<file path="src/rtl/display_pkg.sv">
// Shared SVGA 800x600@60 raster constants, coordinate types and playfield bounds.
// Used by the timing generator, the renderer and the game logic.
package display_pkg;

  localparam int H_VISIBLE = 800;
  localparam int H_FRONT   = 40;
  localparam int H_SYNC    = 128;
  localparam int H_BACK    = 88;
  localparam int H_TOTAL   = H_VISIBLE + H_FRONT + H_SYNC + H_BACK;

  localparam int V_VISIBLE = 600;
  localparam int V_FRONT   = 1;
  localparam int V_SYNC    = 4;
  localparam int V_BACK    = 23;
  localparam int V_TOTAL   = V_VISIBLE + V_FRONT + V_SYNC + V_BACK;

  localparam int CNT_W = 11;

  typedef logic [9:0]       pix_t;
  typedef logic [CNT_W-1:0] cnt_t;

  // Playfield margins inside the visible area.
  localparam pix_t PF_LEFT   = 10'd16;
  localparam pix_t PF_RIGHT  = 10'd783;
  localparam pix_t PF_TOP    = 10'd32;
  localparam pix_t PF_BOTTOM = 10'd583;

  function automatic cnt_t to_cnt(input int v);
    return cnt_t'(v);
  endfunction

endpackage

</file>
<file path="src/rtl/vga_timing_generator_sync_counter.sv">
// Generic raster counter: counts 0..PERIOD-1 while i_en, exposes the next count
// and its visible/sync window flags so the parent can register aligned outputs.
// Ports: i_clk, i_rst_n (sync, active-low), i_en; o_wrap, o_nxt, o_vis_nxt, o_sync_nxt.
module sync_counter
  import display_pkg::*;
#(
  parameter int PERIOD     = H_TOTAL,
  parameter int VIS_END    = H_VISIBLE,
  parameter int SYNC_START = H_VISIBLE + H_FRONT,
  parameter int SYNC_END   = H_VISIBLE + H_FRONT + H_SYNC
) (
  input  logic i_clk,
  input  logic i_rst_n,
  input  logic i_en,
  output logic o_wrap,
  output cnt_t o_nxt,
  output logic o_vis_nxt,
  output logic o_sync_nxt
);

  localparam cnt_t C_LAST = to_cnt(PERIOD - 1);
  localparam cnt_t C_VIS  = to_cnt(VIS_END);
  localparam cnt_t C_SS   = to_cnt(SYNC_START);
  localparam cnt_t C_SE   = to_cnt(SYNC_END);

  cnt_t r_cnt;
  logic w_last;

  assign w_last     = (r_cnt == C_LAST);
  assign o_wrap     = i_en && w_last;
  assign o_nxt      = !i_en ? r_cnt
                    : w_last ? '0
                    : r_cnt + cnt_t'(1);
  assign o_vis_nxt  = (o_nxt < C_VIS);
  assign o_sync_nxt = (o_nxt >= C_SS) && (o_nxt < C_SE);

  always_ff @(posedge i_clk) begin
    if (!i_rst_n) r_cnt <= '0;
    else          r_cnt <= o_nxt;
  end

endmodule

</file>
<file path="src/rtl/vga_timing_generator.sv">
// Free-running raster timing generator: syncs, pixel coordinate, visible flag,
// START_UPDATE pulse on entry to vertical blanking and a wrapping frame counter.
// Ports: CLK, RESET_N (sync, active-low), PIXEL_CE; HSYNC, VSYNC, VISIBLE,
// PIXEL_X, PIXEL_Y, START_UPDATE, FRAME_COUNT. All outputs are flops.
module vga_timing_generator
  import display_pkg::*;
#(
  parameter int H_VISIBLE        = display_pkg::H_VISIBLE,
  parameter int H_FRONT          = display_pkg::H_FRONT,
  parameter int H_SYNC           = display_pkg::H_SYNC,
  parameter int H_BACK           = display_pkg::H_BACK,
  parameter int V_VISIBLE        = display_pkg::V_VISIBLE,
  parameter int V_FRONT          = display_pkg::V_FRONT,
  parameter int V_SYNC           = display_pkg::V_SYNC,
  parameter int V_BACK           = display_pkg::V_BACK,
  parameter int SYNC_ACTIVE_HIGH = 1,
  parameter int FRAME_CNT_W      = 8
) (
  input  logic                   CLK,
  input  logic                   RESET_N,
  input  logic                   PIXEL_CE,
  output logic                   HSYNC,
  output logic                   VSYNC,
  output logic                   VISIBLE,
  output logic [9:0]             PIXEL_X,
  output logic [9:0]             PIXEL_Y,
  output logic                   START_UPDATE,
  output logic [FRAME_CNT_W-1:0] FRAME_COUNT
);

  localparam int   C_HT     = H_VISIBLE + H_FRONT + H_SYNC + H_BACK;
  localparam int   C_VT     = V_VISIBLE + V_FRONT + V_SYNC + V_BACK;
  localparam logic C_S_ON   = (SYNC_ACTIVE_HIGH != 0);
  localparam logic C_S_OFF  = !C_S_ON;
  localparam cnt_t C_V_VIS  = to_cnt(V_VISIBLE);

  logic w_h_wrap, w_h_vis, w_h_sync;
  logic w_v_wrap_unused, w_v_vis, w_v_sync;
  cnt_t w_h_nxt, w_v_nxt;
  logic w_vis, w_frame;

  logic                   r_hsync, r_vsync, r_vis, r_su;
  pix_t                   r_x, r_y;
  logic [FRAME_CNT_W-1:0] r_fc;

  sync_counter #(
    .PERIOD     (C_HT),
    .VIS_END    (H_VISIBLE),
    .SYNC_START (H_VISIBLE + H_FRONT),
    .SYNC_END   (H_VISIBLE + H_FRONT + H_SYNC)
  ) u_h (
    .i_clk      (CLK),
    .i_rst_n    (RESET_N),
    .i_en       (PIXEL_CE),
    .o_wrap     (w_h_wrap),
    .o_nxt      (w_h_nxt),
    .o_vis_nxt  (w_h_vis),
    .o_sync_nxt (w_h_sync)
  );

  sync_counter #(
    .PERIOD     (C_VT),
    .VIS_END    (V_VISIBLE),
    .SYNC_START (V_VISIBLE + V_FRONT),
    .SYNC_END   (V_VISIBLE + V_FRONT + V_SYNC)
  ) u_v (
    .i_clk      (CLK),
    .i_rst_n    (RESET_N),
    .i_en       (w_h_wrap),
    .o_wrap     (w_v_wrap_unused),
    .o_nxt      (w_v_nxt),
    .o_vis_nxt  (w_v_vis),
    .o_sync_nxt (w_v_sync)
  );

  assign w_vis   = w_h_vis && w_v_vis;
  // v only moves on a line wrap, so this fires once: line V_VISIBLE-1 -> V_VISIBLE.
  assign w_frame = w_h_wrap && (w_v_nxt == C_V_VIS);

  always_ff @(posedge CLK) begin
    if (!RESET_N) begin
      r_hsync <= C_S_OFF;
      r_vsync <= C_S_OFF;
      r_vis   <= 1'b1;
      r_x     <= '0;
      r_y     <= '0;
      r_su    <= 1'b0;
      r_fc    <= '0;
    end else begin
      r_hsync <= w_h_sync ? C_S_ON : C_S_OFF;
      r_vsync <= w_v_sync ? C_S_ON : C_S_OFF;
      r_vis   <= w_vis;
      r_x     <= w_vis ? pix_t'(w_h_nxt) : '0;
      r_y     <= w_vis ? pix_t'(w_v_nxt) : '0;
      r_su    <= w_frame;
      if (w_frame) r_fc <= r_fc + FRAME_CNT_W'(1);
    end
  end

  assign HSYNC        = r_hsync;
  assign VSYNC        = r_vsync;
  assign VISIBLE      = r_vis;
  assign PIXEL_X      = r_x;
  assign PIXEL_Y      = r_y;
  assign START_UPDATE = r_su;
  assign FRAME_COUNT  = r_fc;

endmodule

</file>
<file path="config.mk">
export PLATFORM = sky130hd
export DESIGN_NAME = vga_timing_generator
export DESIGN_NICKNAME = d
export VERILOG_FILES = /design/src/rtl/display_pkg.sv /design/src/rtl/vga_timing_generator_sync_counter.sv /design/src/rtl/vga_timing_generator.sv
export SDC_FILE = /design/constraint.sdc
export NUM_CORES = 1
export LEC_CHECK = 0
export BUFFER_PORTS_ARGS = -buffer_cell sky130_fd_sc_hd__buf_2
export CAP_MARGIN = 25
export CORE_MARGIN = 10
export CORE_UTILIZATION = 60
export CTS_CLUSTER_SIZE = 20
export DETAILED_ROUTE_END_ITERATION = 10
export HOLD_SLACK_MARGIN = 0.15
export PLACE_DENSITY = 0.83
export SYNTH_ARGS = -nofsm -noshare
export SYNTH_HDL_FRONTEND = slang
export SYNTH_HIERARCHICAL = 1
export SYNTH_SLANG_ARGS = --single-unit
</file>
<file path="constraint.sdc">
create_clock -name CLK -period 6.22 [get_ports CLK]
set_input_delay 1.244 -clock CLK [delete_from_list [all_inputs] [get_ports CLK]]
set_output_delay 1.244 -clock CLK [all_outputs]
set_load 0.02 [all_outputs]
</file>
==> results of run 1 <==
-- metal layers --
metal / up-vias / GRT usage (%) / part of all wire (%)
met1: 909 / 17.4 / 47
li1: 1010 / - / -
met3: 6 / 4.93 / 6.1
met5: - / 0 / 0
met4: 0 / 4.49 / 1.2
met2: 52 / 23.4 / 46
-- cells in the final DEF, fill, tap and decap left out, drive strengths merged, types with 3 or more instances in the layout --
master | netlist | layout
dfxtp | 54 | 54
inv | 9 | 9
nor2 | 25 | 25
o21ai | 9 | 9
nand4 | 5 | 5
or3 | 7 | 7
nor4 | 6 | 6
nand3 | 11 | 11
nand2b | 3 | 3
buf | 6 | 35
clkbuf | 4 | 6
a21oi | 6 | 6
nand2 | 21 | 21
ha | 3 | 3
xnor2 | 15 | 15
xor2 | 6 | 6
and3 | 6 | 6
and2 | 36 | 36
nor3 | 8 | 8
nor2b | 6 | 6
-- synthesized netlist by cell type (2+ instances only) --
| library cell | count |
|---|---|
| nor4_1 | 5 |
| nand3_1 | 10 |
| dfxtp_1 | 54 |
| inv_1 | 9 |
| ha_1 | 3 |
| xnor2_1 | 15 |
| or3_1 | 6 |
| and2_1 | 34 |
| o21ai_0 | 7 |
| nand2_1 | 21 |
| xor2_1 | 6 |
| and3_1 | 6 |
| mux2i_1 | 2 |
| o21ai_1 | 2 |
| nor3_1 | 7 |
| nand2b_1 | 3 |
| o22ai_1 | 2 |
| nand4_2 | 2 |
| nand4_1 | 3 |
| buf_2 | 5 |
| and4_1 | 2 |
| and4bb_2 | 2 |
| clkbuf_1 | 4 |
| a21oi_1 | 6 |
| and2_2 | 2 |
| nor2_1 | 24 |
| nor2b_1 | 6 |
| o31a_1 | 2 |
-- power by group through the flow --
stage	Combinational, uW	Clock, uW	Sequential (uW)
floorplan	10.6	0	360
global placement	18.4	0	359
detailed placement	18.8	0	359
CTS	18.9	282	351
global route	21.4	299	351
finish	19.1	278	351
-- cell families (layout without fill, tap and decap cells) --
family | after synthesis | count (layout) | share of synthesized area [%]
and+or+nand+nor | 145 | 145 | 35.7
DFF | 54 | 54 | 43.2
AOI/OAI and AO/OA | 30 | 30 | 8.05
xor gates and xnor gates | 21 | 21 | 7.35
buffers and inverters | 20 | 53 | 3.40
adders and majority gates | 3 | 3 | 1.50
muxes | 2 | 2 | 0.800
-- through the flow --
stage	hold WS, ps	setup slack, ps	total power [uW]
2_1_floorplan	555	2420	371
3_3_place_gp	469	1960	377
3_5_place_dp	480	1820	378
4_1_cts	496	2130	652
5_1_grt	543	2040	672
6_report	497	2320	647
-- flip-flops by register name, indices dropped and copies added (netlist names) --
signal	cells
FRAME_COUNT	8
HSYNC	1
VISIBLE	1
START_UPDATE	1
VSYNC	1
u_h/r_cnt	11
u_v/r_cnt	11
PIXEL_Y	10
PIXEL_X	10
-- path summary, 6_finish.rpt --
path	start	endpoint	slack, ps	depth (start not counted)
hold / removal	FRAME_COUNT[7]	FRAME_COUNT[7]	500	2
setup reg to reg	u_h/r_cnt[8]	FRAME_COUNT[7]	2360	11
hold reg to reg	FRAME_COUNT[7]	FRAME_COUNT[7]	500	2
setup / recovery	PIXEL_CE	FRAME_COUNT[7]	2320	11
-- final cells by class --
class                      count  area, um^2  share of cell area (%)
tap                           50        62.6                    2.20
multi-input combinational    201        1340                    47.1
inverter                      10        37.5                    1.32
clock inverter                 2        60.1                    2.12
clock buffer                   6        82.6                    2.91
timing repair buffer          35         178                    6.26
sequential                    54        1080                    38.1
-- worst max-delay path, cell delays in order --
cell      delay (ps)
buf_2            150
nand2_1          160
nor3_4           460
nand3_1          230
nor3_1           440
xnor2_1          250
inv_1            110
and4bb_2         380
nand4_2          170
or3_1            390
a21oi_1          140
==> impl_metrics.json, run 1 <==
{
  "clock_sinks": 54,
  "cp-start-kind": "primary input",
  "required_ps": 6460,
  "p_clk_share_pct": 42.9,
  "tritoncts": "done",
  "crit_fanout": 11,
  "synth_seq_area_share_pct": 43.2,
  "gr-total-overflow": 0,
  "start_util_pct": 62.1,
  "wl_per_cell_um": 14.1,
  "power.switching_uw": 121,
  "layout.nets": 313,
  "p_per_area_mw_per_mm2": 228,
  "end_kind": "flip-flop",
  "std_cell_rows": 23,
  "path_class": "primary input to flip-flop",
  "design_area_mm2": 0.00284,
  "h-tree-depth": 2,
  "intPower_uw": 527,
  "worst_skew_pair.late_latency_ps": 310,
  "slew_headroom_pct": 68.4,
  "min_period_ps": 3900,
  "grtUsageTotal_pct": 14.4,
  "fin_util_pct": 70.4,
  "dr.pass1.iters": 5,
  "hold_buffers": 0,
  "period_share_pct": 62.7,
  "drive_gt1_share_pct": 19.8,
  "synthArstFlopShare_pct": 0,
  "post-cts-setup-buffers": 0,
  "grt_max_degree": 24,
  "status": "completed",
  "clk_pin_slew_ps": 90,
  "drt_iter0_markers": 122,
  "antenna_found_initial": 0,
  "power_switching_share_pct": 18.6,
  "tightest_slew_ps": 472,
  "arrival_ps": 4140,
  "routed_via_density": 5.52,
  "max_freq_ghz": 0.256,
  "fin_cells": 358,
  "area_growth_pct": 13.4,
  "antenna_cells": 0,
  "num_vias": 1977,
  "ys.warnings.count": 6,
  "gp_congestion": 0.887,
  "dpl.cell_count": 349,
  "yosys.area.top_type": "dfxtp_1",
  "die_height_um": 84.6,
  "dp_hpwl_um": 3690,
  "power_leakage_uw": 0.00121,
  "fillers": 308,
  "min_path_type": "flip-flop to flip-flop",
  "clock_path_buffers": 2,
  "io_buffers": 34,
  "dieArea_mm2": 0.00715,
  "fin_worst_skew_ps": 8.84,
  "final_antenna_net_count": 0,
  "drc": 0,
  "synth_seq_cells": 54,
  "syn-num-nets": 281,
  "post_dp_cell_area_mm2": 0.00269,
  "drv_slew": 0,
  "synthesis.area_mm2": 0.00250,
  "setup_viol": 0,
  "cts_inserted_buffers": 5,
  "grt_pass1_wl_um": 8780,
  "synth-edff-count": 0,
  "tns_ps": 0,
  "grt_setup_unrepaired": "no",
  "clk_root_buffer_cell": "clkbuf_8",
  "core-area_mm2": 0.00403,
  "synth_top_area_share_pct": 43.2,
  "yosys_most_used_dff": "dfxtp_1",
  "grt_pass1_vias": 1931,
  "synth_cell_types": 53,
  "power_frac_comb_pct": 3.0,
  "hold_viol": 0,
  "syn_inst": 275,
  "avgSynthCellArea_um2": 9.10,
  "ioPinCount": 35,
  "peakVddDrop_mv": 0.147,
  "pwr-share-seq_pct": 54.2,
  "maxCapViolCount": 0,
  "post_cts_resized": 0,
  "drt_wl_total_um": 5060,
  "die_w_um": 84.6,
  "ys_top_cells_by_area": "dfxtp_1, and2_1, xnor2_1"
}
(Power assumes the default switching activity.)
==> run 2: changes to the inputs <==
- CORE_UTILIZATION: 60 -> 51
- PLACE_DENSITY: 0.83 -> 0.75
- clock period: 6.22 -> 3.5 ns (I/O delays scaled with it)
==> impl_metrics.json, run 2 (synthesized netlist as in run 1, its figures left out) <==
{
  "crit_chain": "or4b_1 -> or3_4 -> nor3_4 -> buf_4 -> nand3_2 -> nor3_2 -> buf_4 -> a22oi_2 -> inv_1 -> and4bb_2 -> nand4_4 -> or3_1 -> a21oi_1",
  "dr.pass1.iters": 4,
  "final_antenna_net_count": 0,
  "maxCapViolCount": 0,
  "hold_viol": 0,
  "grt_pass1_wl_um": 9270,
  "die_w_um": 90.0,
  "area_growth_pct": 20.4,
  "drc": 0,
  "post-place-ws_ps": 125,
  "worst_skew_pair.late_latency_ps": 310,
  "drt_iter0_markers": 149,
  "fin_ws_ps": 72.8,
  "grt_max_degree": 23,
  "hp-start": "FRAME_COUNT[6]",
  "clock_sinks": 54,
  "reg_top3": "u_h/r_cnt x11, u_v/r_cnt x11",
  "gr-total-overflow": 0,
  "core-area_mm2": 0.00475,
  "peakVddDrop_mv": 0.187,
  "ioPinCount": 35,
  "tritoncts": "done",
  "io_buffers": 34,
  "dieArea_mm2": 0.00811,
  "path_class": "flip-flop to flip-flop",
  "drt_wl_total_um": 5710,
  "critPathBufInv": 3,
  "fin_worst_skew_ps": 4.74,
  "arrival_ps": 3670,
  "hold_depth": 2,
  "grt_pass1_vias": 1971,
  "required_ps": 3740,
  "layout_commonest_cell": "dfxtp_1",
  "final_cell_mix": "dfxtp_1, buf_2, and2_1, nor2_1, nand2_1",
  "status": "completed",
  "grt_util_met1_pct": 16.0,
  "timing.rr.start": "u_h/r_cnt[7]",
  "hold_buffers": 0,
  "tightest_slew_ps": 427,
  "critical_path_depth": 13,
  "start_util_pct": 52.6,
  "cp_slowest_cell": "or4b_1",
  "slew_headroom_pct": 71.5,
  "gp_congestion": 0.915,
  "cp_top_family": "simple AND/OR/NAND/NOR gates",
  "clk_root_buffer_cell": "clkbuf_8",
  "cts_inserted_buffers": 5,
  "worstSetupStartpoint": "u_h/r_cnt[7]",
  "antenna_found_initial": 0,
  "clock_path_buffers": 2,
  "max_freq_ghz": 0.292,
  "period_share_pct": 97.9,
  "num_vias": 2077,
  "use_met2_pct": 21.9,
  "drive_gt1_share_pct": 27.0,
  "busiest_layer": "met2",
  "grtUsageTotal_pct": 13.3,
  "setup_viol": 0,
  "min_path_type": "flip-flop to flip-flop",
  "die_height_um": 90.0,
  "end_kind": "flip-flop",
  "p_per_area_mw_per_mm2": 355,
  "std_cell_rows": 25,
  "grt_util_met3_pct": 4.07,
  "h-tree-depth": 2,
  "min_period_ps": 3430,
  "power_leakage_uw": 0.00129,
  "routed_via_density": 5.34,
  "crit_top_cell": "buf_4",
  "cp-start-kind": "flip-flop",
  "clk_pin_slew_ps": 90,
  "crit_fanout": 5,
  "fillers": 413,
  "drv_slew": 0,
  "antenna_cells": 0,
  "dp_hpwl_um": 4040,
  "critPathMaxStageDelay_ps": 510,
  "rr_worst_depth": 13,
  "tns_ps": 0,
  "wl_per_cell_um": 14.7,
  "layout.nets": 327
}
-- run 2: cell count changes in the layout (fill, tap and decap cells not counted), moves of 2 or more --
cell / change
nand3_1: -2
dfxtp_1: -2
buf_4: +14
nand4_4: +2
nand4_2: -2
nor3_2: +3
nor3_1: -3
dfxtp_2: +2
clkinv_2: +2
xnor2_1: -2
xnor2_2: +2
-- run 2: cell type report --
class	instances	area (um^2)	share of cell area (%)
Clock buffer	5	68.8	2.28
Inverter	10	37.5	1.25
Tap cell	67	83.8	2.78
Multi-Input combinational cell	201	1420	47.0
Timing Repair Buffer	49	283	9.38
Clock inverter	3	40.0	1.33
Sequential cell	54	1080	35.9
-- run 2: final timing paths --
path / endpoint / slack [ps]
setup / recovery: FRAME_COUNT[7] / 70
hold / removal: FRAME_COUNT[6] / 510
setup reg to reg: FRAME_COUNT[7] / 70
hold reg to reg: FRAME_COUNT[6] / 510
-- run 2: metrics by stage --
step           power [uW]  area [um^2]  instances  hold slack (ps)  util, %
2_1_floorplan         660         2500        275              555        -
3_3_place_gp          673         2780        376              486     58.6
3_5_place_dp          674         2780        376              491     58.6
4_1_cts              1080         2890        384              505     60.8
5_1_grt              1110         3010        389              537     63.4
6_report             1070         3010        389              512     63.4
-- run 2: what timing repair did --
item                                   4_1_cts  5_1_grt
setup endpoints to repair                    0        6
buffers inserted                             0        5
gates resized for setup                      0       18
endpoints found under the hold margin        0        0
-- run 2: report_power, final --
group / internal [uW] / switching, uW
combinational: 13.8 / 23.1
clock: 211 / 200
sequential: 620 / 3.67
total: 844 / 227
-- run 2: worst register-to-register path, stage by stage, from the launching register on --
cell,delay (ps)
dfxtp_1,340
or4b_1,510
or3_4,380
nor3_4,310
buf_4,170
nand3_2,100
nor3_2,180
buf_4,160
a22oi_2,80
inv_1,110
and4bb_2,340
nand4_4,140
or3_1,380
a21oi_1,160
-- run 2: routing by layer --
layer  vias up  share of wire [%]
met1       987                 44
met4         0                1.9
li1       1030                  -
met5         -                  0
met2        51                 49
met3         9                5.6
==> run 3: changes to the inputs <==
- BUFFER_PORTS_ARGS: -buffer_cell sky130_fd_sc_hd__buf_2 -> default
- CORE_UTILIZATION: 51 -> 56
- DONT_BUFFER_PORTS: default -> 1
- PLACE_DENSITY: 0.75 -> 0.74
==> impl_metrics.json, run 3 (synthesized netlist as in run 1, its figures left out) <==
{
  "io_buffers": 0,
  "die_w_um": 86.8,
  "fillers": 372,
  "fin_ws_ps": 187,
  "clock_sinks": 54,
  "layout.nets": 289,
  "grtUsageTotal_pct": 14.6,
  "crit_fanout": 6,
  "arrival_ps": 3550,
  "slew_headroom_pct": 72.4,
  "grt_pass1_vias": 1827,
  "path_class": "flip-flop to flip-flop",
  "cts_inserted_buffers": 5,
  "maxCapViolCount": 0,
  "worst_skew_pair.late_latency_ps": 310,
  "cp-start-kind": "flip-flop",
  "period_share_pct": 94.7,
  "start_util_pct": 57.5,
  "h-tree-depth": 2,
  "antenna_found_initial": 0,
  "reg_top3": "u_h/r_cnt x11, u_v/r_cnt x11",
  "min_period_ps": 3310,
  "end_kind": "flip-flop",
  "cp_slowest_cell": "or4b_1",
  "drt_iter0_markers": 124,
  "layout_commonest_cell": "dfxtp_1",
  "clk_root_buffer_cell": "clkbuf_8",
  "antenna_cells": 0,
  "power_leakage_uw": 0.00107,
  "max_freq_ghz": 0.302,
  "drc": 0,
  "routed_via_density": 5.67,
  "dpl.cell_count": 327,
  "required_ps": 3740,
  "peakVddDrop_mv": 0.293,
  "area_growth_pct": 10.8,
  "crit_chain": "or4b_1 -> or3_4 -> nor3_4 -> nand4_2 -> or3_1 -> o211ai_2 -> and4bb_2 -> nand4_2 -> or3_1 -> a21oi_1",
  "ioPinCount": 35,
  "hold_viol": 0,
  "hold_depth": 1,
  "timing.rr.start": "u_h/r_cnt[8]",
  "post-place-ws_ps": 145,
  "dieArea_mm2": 0.00754,
  "grt_max_degree": 24,
  "tritoncts": "done",
  "drt_wl_total_um": 5340,
  "min_path_type": "primary input to flip-flop",
  "final_cell_mix": "dfxtp_1, and2_1, nor2_1, nand2_1, xnor2_1",
  "dr.pass1.iters": 4,
  "drive_gt1_share_pct": 16.9,
  "hold_buffers": 0,
  "std_cell_rows": 24,
  "grt_setup_unrepaired": "yes",
  "die_height_um": 86.8,
  "num_vias": 1906,
  "critPathMaxStageDelay_ps": 510,
  "clock_path_buffers": 2,
  "dp_hpwl_um": 3990,
  "worstSetupStartpoint": "u_h/r_cnt[8]",
  "gr-total-overflow": 0,
  "fin_cells": 336,
  "fin_worst_skew_ps": 8.27,
  "grt_pass1_wl_um": 8990,
  "core-area_mm2": 0.00435,
  "wl_per_cell_um": 15.9,
  "gp_congestion": 0.887,
  "setup_viol": 0,
  "final_antenna_net_count": 0,
  "hp-start": "RESET_N",
  "p_per_area_mw_per_mm2": 385,
  "tightest_slew_ps": 410,
  "rr_worst_depth": 10,
  "clk_pin_slew_ps": 100,
  "status": "completed",
  "drv_slew": 0
}
## run 3: worst max-delay path: cells and delay by family (launching register included)
kind | cells | cell delay, ps
compound gates | 2 | 300
simple gates | 8 | 2570
flops | 1 | 370
## run 3: final cells by class
cell class	instances	area [um^2]	area share [%]
clock inverter	3	45.0	1.62
sequential	54	1080	39.0
multi-input combinational	201	1390	50.2
timing repair buffer	11	82.6	2.98
clock buffer	5	68.8	2.48
inverter	10	37.5	1.35
tap	52	65.1	2.35
## run 3: stage by stage
stage	TNS (ps)	power, uW	util [%]	instance area [um^2]	hold WS [ps]
6_report	0	1070	63.7	2770	465
5_1_grt	-20.9	1110	63.7	2770	436
4_1_cts	0	1080	62.2	2710	447
3_5_place_dp	0	665	59.6	2590	595
3_3_place_gp	0	665	59.6	2590	586
2_1_floorplan	0	660	-	2500	555
## run 3: routing by layer
metal	wire (um)	global-route usage, %	up-vias
met5	0	0	-
met4	60	4.57	0
met3	308	4.32	7
met2	2690	25.1	44
met1	2280	16.9	903
li1	-	-	952
## run 3: final timing paths
check | slack, ps | end
worst min-delay path | 470 | VISIBLE
worst max-delay path | 190 | FRAME_COUNT[5]
worst max register to register | 190 | FRAME_COUNT[5]
worst min register to register | 600 | FRAME_COUNT[7]
## run 3: what timing repair did
item                                    in CTS  in global routing
resized for setup                            0                 12
setup buffers                                0                  1
endpoints found under the setup margin       0                  4
## run 3: where the power goes
group / total, uW / leakage (uW) / switching [uW] / internal (uW)
logic: 23.3 / 0.000588 / 12.9 / 10.4
clock network: 417 / 0.0000504 / 205 / 213
registers: 628 / 0.000436 / 7.96 / 620
total: 1070 / 0.00107 / 225 / 843
